File: src/rtl/mul_sequencer_if.sv
// Issue-side and writeback-side handshake bundle for the iterative multiplier.
// The requester drives master; the multiply unit sits on slave.
interface mul_sequencer_if #(
    parameter int unsigned WIDTH = 16
);
    logic             in_valid;
    logic             in_ready;
    logic [1:0]       op;
    logic [WIDTH-1:0] a;
    logic [WIDTH-1:0] b;
    logic             kill;
    logic             out_valid;
    logic             out_ready;
    logic [WIDTH-1:0] result;
    logic             busy;

    modport master (
        output in_valid, op, a, b, kill, out_ready,
        input  in_ready, out_valid, result, busy
    );

    modport slave (
        input  in_valid, op, a, b, kill, out_ready,
        output in_ready, out_valid, result, busy
    );
endinterface

File: src/rtl/mul_sequencer.sv
// Iterative shift-add multiplier for RISC-V MUL/MULH/MULHSU/MULHU.
// Sign-magnitude on accept, WIDTH add/shift steps, a fix-up negate, then a registered result.
module mul_sequencer #(
    parameter int unsigned WIDTH = 16
) (
    input  logic            clk,
    input  logic            rst,
    mul_sequencer_if.slave  bus
);
    localparam int unsigned W  = WIDTH;
    localparam int unsigned CW = $clog2(WIDTH);

    typedef enum logic [1:0] {IDLE, RUN, FIX, DONE} state_t;

    state_t         state;
    logic [1:0]     op_q;
    logic [W-1:0]   mcand;
    logic [W-1:0]   acc_hi;
    logic [W-1:0]   mplier;
    logic           neg;
    logic [CW-1:0]  cnt;
    logic           ready_q;
    logic           valid_q;
    logic           busy_q;
    logic [W-1:0]   result_q;

    logic           sa;
    logic           sb;
    logic [W-1:0]   mag_a;
    logic [W-1:0]   mag_b;
    logic [W:0]     sum;
    logic [2*W-1:0] prod_neg;

    // Operand sign extraction and magnitude; the most negative value maps to itself as unsigned.
    assign sa    = ((bus.op == 2'b01) || (bus.op == 2'b10)) && bus.a[W-1];
    assign sb    = (bus.op == 2'b01) && bus.b[W-1];
    assign mag_a = sa ? (~bus.a + W'(1)) : bus.a;
    assign mag_b = sb ? (~bus.b + W'(1)) : bus.b;

    assign sum      = {1'b0, acc_hi} + (mplier[0] ? {1'b0, mcand} : {(W+1){1'b0}});
    assign prod_neg = ~{acc_hi, mplier} + (2*W)'(1);

    assign bus.in_ready  = ready_q;
    assign bus.out_valid = valid_q;
    assign bus.busy      = busy_q;
    assign bus.result    = result_q;

    always_ff @(posedge clk) begin
        if (rst) begin
            state    <= IDLE;
            op_q     <= '0;
            mcand    <= '0;
            acc_hi   <= '0;
            mplier   <= '0;
            neg      <= 1'b0;
            cnt      <= '0;
            ready_q  <= 1'b1;
            valid_q  <= 1'b0;
            busy_q   <= 1'b0;
            result_q <= '0;
        end else if (bus.kill) begin
            state   <= IDLE;
            ready_q <= 1'b1;
            valid_q <= 1'b0;
            busy_q  <= 1'b0;
        end else begin
            case (state)
                IDLE: begin
                    if (bus.in_valid) begin
                        state   <= RUN;
                        ready_q <= 1'b0;
                        busy_q  <= 1'b1;
                        op_q    <= bus.op;
                        mcand   <= mag_a;
                        mplier  <= mag_b;
                        acc_hi  <= '0;
                        neg     <= sa ^ sb;
                        cnt     <= '0;
                    end
                end
                RUN: begin
                    // Carry lands in acc_hi MSB; acc_hi LSB shifts into the vacated multiplier bit.
                    acc_hi <= sum[W:1];
                    mplier <= {sum[0], mplier[W-1:1]};
                    cnt    <= cnt + CW'(1);
                    if (cnt == CW'(W - 1)) begin
                        state <= FIX;
                    end
                end
                FIX: begin
                    if (neg) begin
                        {acc_hi, mplier} <= prod_neg;
                    end
                    state <= DONE;
                end
                DONE: begin
                    // First DONE cycle registers the selected half; afterwards wait for the consumer.
                    if (!valid_q) begin
                        valid_q  <= 1'b1;
                        result_q <= (op_q == 2'b00) ? mplier : acc_hi;
                    end else if (bus.out_ready) begin
                        valid_q <= 1'b0;
                        ready_q <= 1'b1;
                        busy_q  <= 1'b0;
                        state   <= IDLE;
                    end
                end
                default: state <= IDLE;
            endcase
        end
    end
endmodule

File: src/flat_wrapper.sv
// flat-port wrapper written by rule: the top's interface ports become plain ports
module mul_sequencer_flat 
#(
    parameter int unsigned WIDTH = 16
)
  (clk, rst, bus_in_valid, bus_op, bus_a, bus_b, bus_kill, bus_out_ready, bus_in_ready, bus_out_valid, bus_result, bus_busy);
  mul_sequencer_if #(.WIDTH(WIDTH)) bus_i ();
  input  logic clk;
  input  logic rst;
  input wire logic [$bits(bus_i.in_valid)-1:0] bus_in_valid;
  input wire logic [$bits(bus_i.op)-1:0] bus_op;
  input wire logic [$bits(bus_i.a)-1:0] bus_a;
  input wire logic [$bits(bus_i.b)-1:0] bus_b;
  input wire logic [$bits(bus_i.kill)-1:0] bus_kill;
  input wire logic [$bits(bus_i.out_ready)-1:0] bus_out_ready;
  output wire logic [$bits(bus_i.in_ready)-1:0] bus_in_ready;
  output wire logic [$bits(bus_i.out_valid)-1:0] bus_out_valid;
  output wire logic [$bits(bus_i.result)-1:0] bus_result;
  output wire logic [$bits(bus_i.busy)-1:0] bus_busy;
  assign bus_i.in_valid = bus_in_valid;
  assign bus_i.op = bus_op;
  assign bus_i.a = bus_a;
  assign bus_i.b = bus_b;
  assign bus_i.kill = bus_kill;
  assign bus_i.out_ready = bus_out_ready;
  assign bus_in_ready = bus_i.in_ready;
  assign bus_out_valid = bus_i.out_valid;
  assign bus_result = bus_i.result;
  assign bus_busy = bus_i.busy;
  mul_sequencer #(.WIDTH(WIDTH)) u_core (.clk(clk), .rst(rst), .bus(bus_i));
endmodule
File: config.mk
export PLATFORM = sky130hd
export DESIGN_NAME = mul_sequencer_flat
export DESIGN_NICKNAME = d
export VERILOG_FILES = /design/src/rtl/mul_sequencer_if.sv /design/src/rtl/mul_sequencer.sv /design/src/flat_wrapper.sv
export SDC_FILE = /design/constraint.sdc
export NUM_CORES = 1
export LEC_CHECK = 0
export ABC_CLOCK_PERIOD_IN_PS = 2690
export BUFFER_PORTS_ARGS = -buffer_cell sky130_fd_sc_hd__buf_2
export CORE_MARGIN = 3
export CORE_UTILIZATION = 40
export DETAILED_ROUTE_END_ITERATION = 10
export SETUP_SLACK_MARGIN = 0.05
export SYNTH_ARGS = -nofsm -noshare
export SYNTH_HDL_FRONTEND = slang
export SYNTH_SLANG_ARGS = --single-unit
File: constraint.sdc
create_clock -name clk -period 2.69 [get_ports clk]
set_input_delay 0.269 -clock clk [delete_from_list [all_inputs] [get_ports clk]]
set_output_delay 0.269 -clock clk [all_outputs]
set_load 0.01 [all_outputs]
==> results.md <==
* Status: completed
* Commonest non-fill, non-tap cell in the layout: nor2_1
* MaxCap Viol Count at 0
* CP Class: register to register
* Worst hold path type: input port to register
* Fin crit period at 2.52 ns
* # port buffers at 57
* CP Data Required Time at 2.98 ns
* Final setup vio count at 0
* Setup TNS at 0 ns
* Final instance area at 6350 um^2
* Iteration-0 DRC count of the detailed router at about 430
* GPL Wtd Cong at 0.883
* Unrepaired setup endpoints after global routing: no
* Async SR Flop Fraction at 0%
* DP Area at approximately 6000 um^2
* Full die area at about 15,000 um^2
* Die Ht at between 100 and 150 um
* Hold slack at 0.197 ns
* Clk_skew at 0.00947 ns
* # hold bufs at CTS at 0
* Delay-heaviest family, CP: simple AND/OR/NAND/NOR gates
* Pin count of the biggest net entering global routing at 37
* Final period utilization at ~94%
* Row cnt at 41
* Area growth from synthesis to layout at 16.6%
* Initial antenna violation count at 0
* Worst vdd ir at 0.000407 V
* Die X at 123 um
* Slowest stage delay, CP at roughly 0.48 ns
* LEAKAGE at 0.00243 uW
* Syn avg cell area at between 7 and 8 um^2
* CTS tree: built
* I/O pin total at 58
* CP cell instances: and2_1 > ha_1 > inv_1 > fa_1 > nor2b_2 > o31a_1 > o21ai_2 > or4_1 > o311ai_0 > a21o_1
* Post-Synthesis Net Count at 780
* Root buf cell: clkbuf_16
* Crit path launch type: register
* Vias in the first global route at 5,289
* TritonRoute pass-1 iters at 6
* Relative slew margins at 49.1%
* Synth Cell Area at between 5000 and 6000 um^2
* Core ar. at 13,000 um^2
* Clock-pin slew on the worst setup and hold paths at 0.06 ns
* Max Buffers Root-to-Sink at 2
* Antenna-violating nets left at 0
* Initial Util at 41.9%
* Most frequent cells in the layout: nor2_1 (80), dfxtp_1 (76), nand2_1 (70), buf_2 (57), o21ai_0 (56)
* Main flop type after synthesis: dfxtp_1
* Fin nets at 831
* TritonCTS Buffers at 9
* Crit-path slowest cell: or4_1
* Post-synth cell types at 71
* # DRC at 0
* CP Capture Type: register
* DRT Wirelength at roughly 16,000 um
* Clk Latency, worst-skew pair at 0.35 ns
* Worst-margin pin slew at approximately 0.76 ns
* Sequential fraction of the synthesis area at 28.0%
* CP bufs+invs at 1
* Final hold viol count at 0
* Vias per cell at 5.90
* Max frequency at around 0.40 GHz
* Max Transition Viols Final at 0
* Share of layout cells above drive strength 1 at roughly 16%
* Global route overflow at 0
* Pwr per Cell Area at around 520 nW/um^2
* Via count at around 5,600
* Warnings from Yosys at 0
* CTS sink count at 76
* N_diodes at 0
* EDFF count, synth at 0
* Hpwl dp at about 12,000 um
* H-tree Lvls at 3
* #FFs+latches synth at 76
* First-pass GRT wire length at 26,400 um
* Critical Path AT at 2.82 ns
* All-Layer GR Usage at between 20% and 30%
* Crit-path max FO at 6
* Synth Instances at 715
* Wire per inst at 17.3 um
[state kept, by name (all words and copies together), names as in the netlist]
signal,count
u_core.mplier,16
u_core.acc_hi,16
u_core.cnt,4
u_core.bus.result,16
u_core.neg,1
u_core.bus.out_valid,1
u_core.mcand,16
u_core.state,2
u_core.bus.in_ready,1
u_core.bus.busy,1
u_core.op_q,2
[cells by family (layout without fill, tap and decap cells)]
logic type               count (synthesis)  count (layout)  synth area share, %
multiplexers                             3               3                0.575
AND/OR/NAND/NOR                        271             271                 25.0
AO/OA/AOI/OAI                          222             222                 27.6
adder cells (fa/ha/maj)                 26              26                 6.11
flip-flops                              76              76                 28.0
buffers and inverters                   70             126                 5.22
XOR/XNOR                                47              47                 7.56
[area by class of cell]
class / instances / area (um^2)
Tap cell: 172 / 215
Timing Repair Buffer: 87 / 523
Fill cell: 1319 / 6630
Clock inverter: 4 / 70.1
Clock buffer: 12 / 267
Multi-Input combinational cell: 569 / 3660
Inverter: 23 / 86.3
Sequential cell: 76 / 1520
[stage by stage]
stage	power (uW)	cells	setup WS [ns]	utilization, %
finish	3270	943	0.166	48.9
global route	3400	943	0.0692	48.9
CTS	3290	942	0.105	48.7
detailed placement	1920	926	0.130	46.1
global placement	1900	926	0.193	46.1
floorplan	1710	715	0.177	-
[synthesized netlist by cell type, types with 13 or more instances]
master,instances,area [um^2]
nor3_1,26,130
inv_1,22,82.6
xnor2_1,26,228
nor2_1,80,300
nand3_1,13,65.1
a311oi_1,20,175
ha_1,25,313
o21ai_0,56,280
clkbuf_1,37,139
a21oi_1,37,185
nor4_1,15,93.8
and2_1,16,100
a211oi_1,18,135
xor2_1,21,184
dfxtp_1,76,1520
nand2_1,70,263
[power by group]
group | switching (uW) | internal (uW) | leakage [uW]
clock network | 483 | 885 | 0.000169
registers | 54.1 | 1170 | 0.000618
logic | 412 | 268 | 0.00164
[routing by layer]
| metal | vias to the layer above | GRT usage (%) | share of wire (%) |
|---|---|---|---|
| met5 | - | 0 | 0 |
| met4 | 0 | 6.30 | 1.3 |
| met3 | 15 | 4.84 | 7.0 |
| met2 | 183 | 35.8 | 45 |
| met1 | 2619 | 29.5 | 46 |
| li1 | 2748 | - | - |
[final timing paths]
kind	from	end	slack (ns)	depth (start not counted)
min reg2reg	u_core.bus.in_ready	u_core.bus.in_ready	0.45	2
max	u_core.mplier[0]	u_core.acc_hi[11]	0.17	10
min	bus_op[1]	u_core.op_q[1]	0.20	3
max reg2reg	u_core.mplier[0]	u_core.acc_hi[11]	0.17	10
[worst reg2reg max path, stage by stage, from the launching register on]
cell and delay (ns):
dfxtp_1 0.39, and2_1 0.15, ha_1 0.19, inv_1 0.07, fa_1 0.39, nor2b_2 0.15
o31a_1 0.22, o21ai_2 0.12, or4_1 0.48, o311ai_0 0.11, a21o_1 0.17
[timing repair]
item	CTS	global route
endpoints found under the setup margin	0	4
buffers inserted	0	1
resized for setup	0	3
Power figures use the tool's default switching activity.
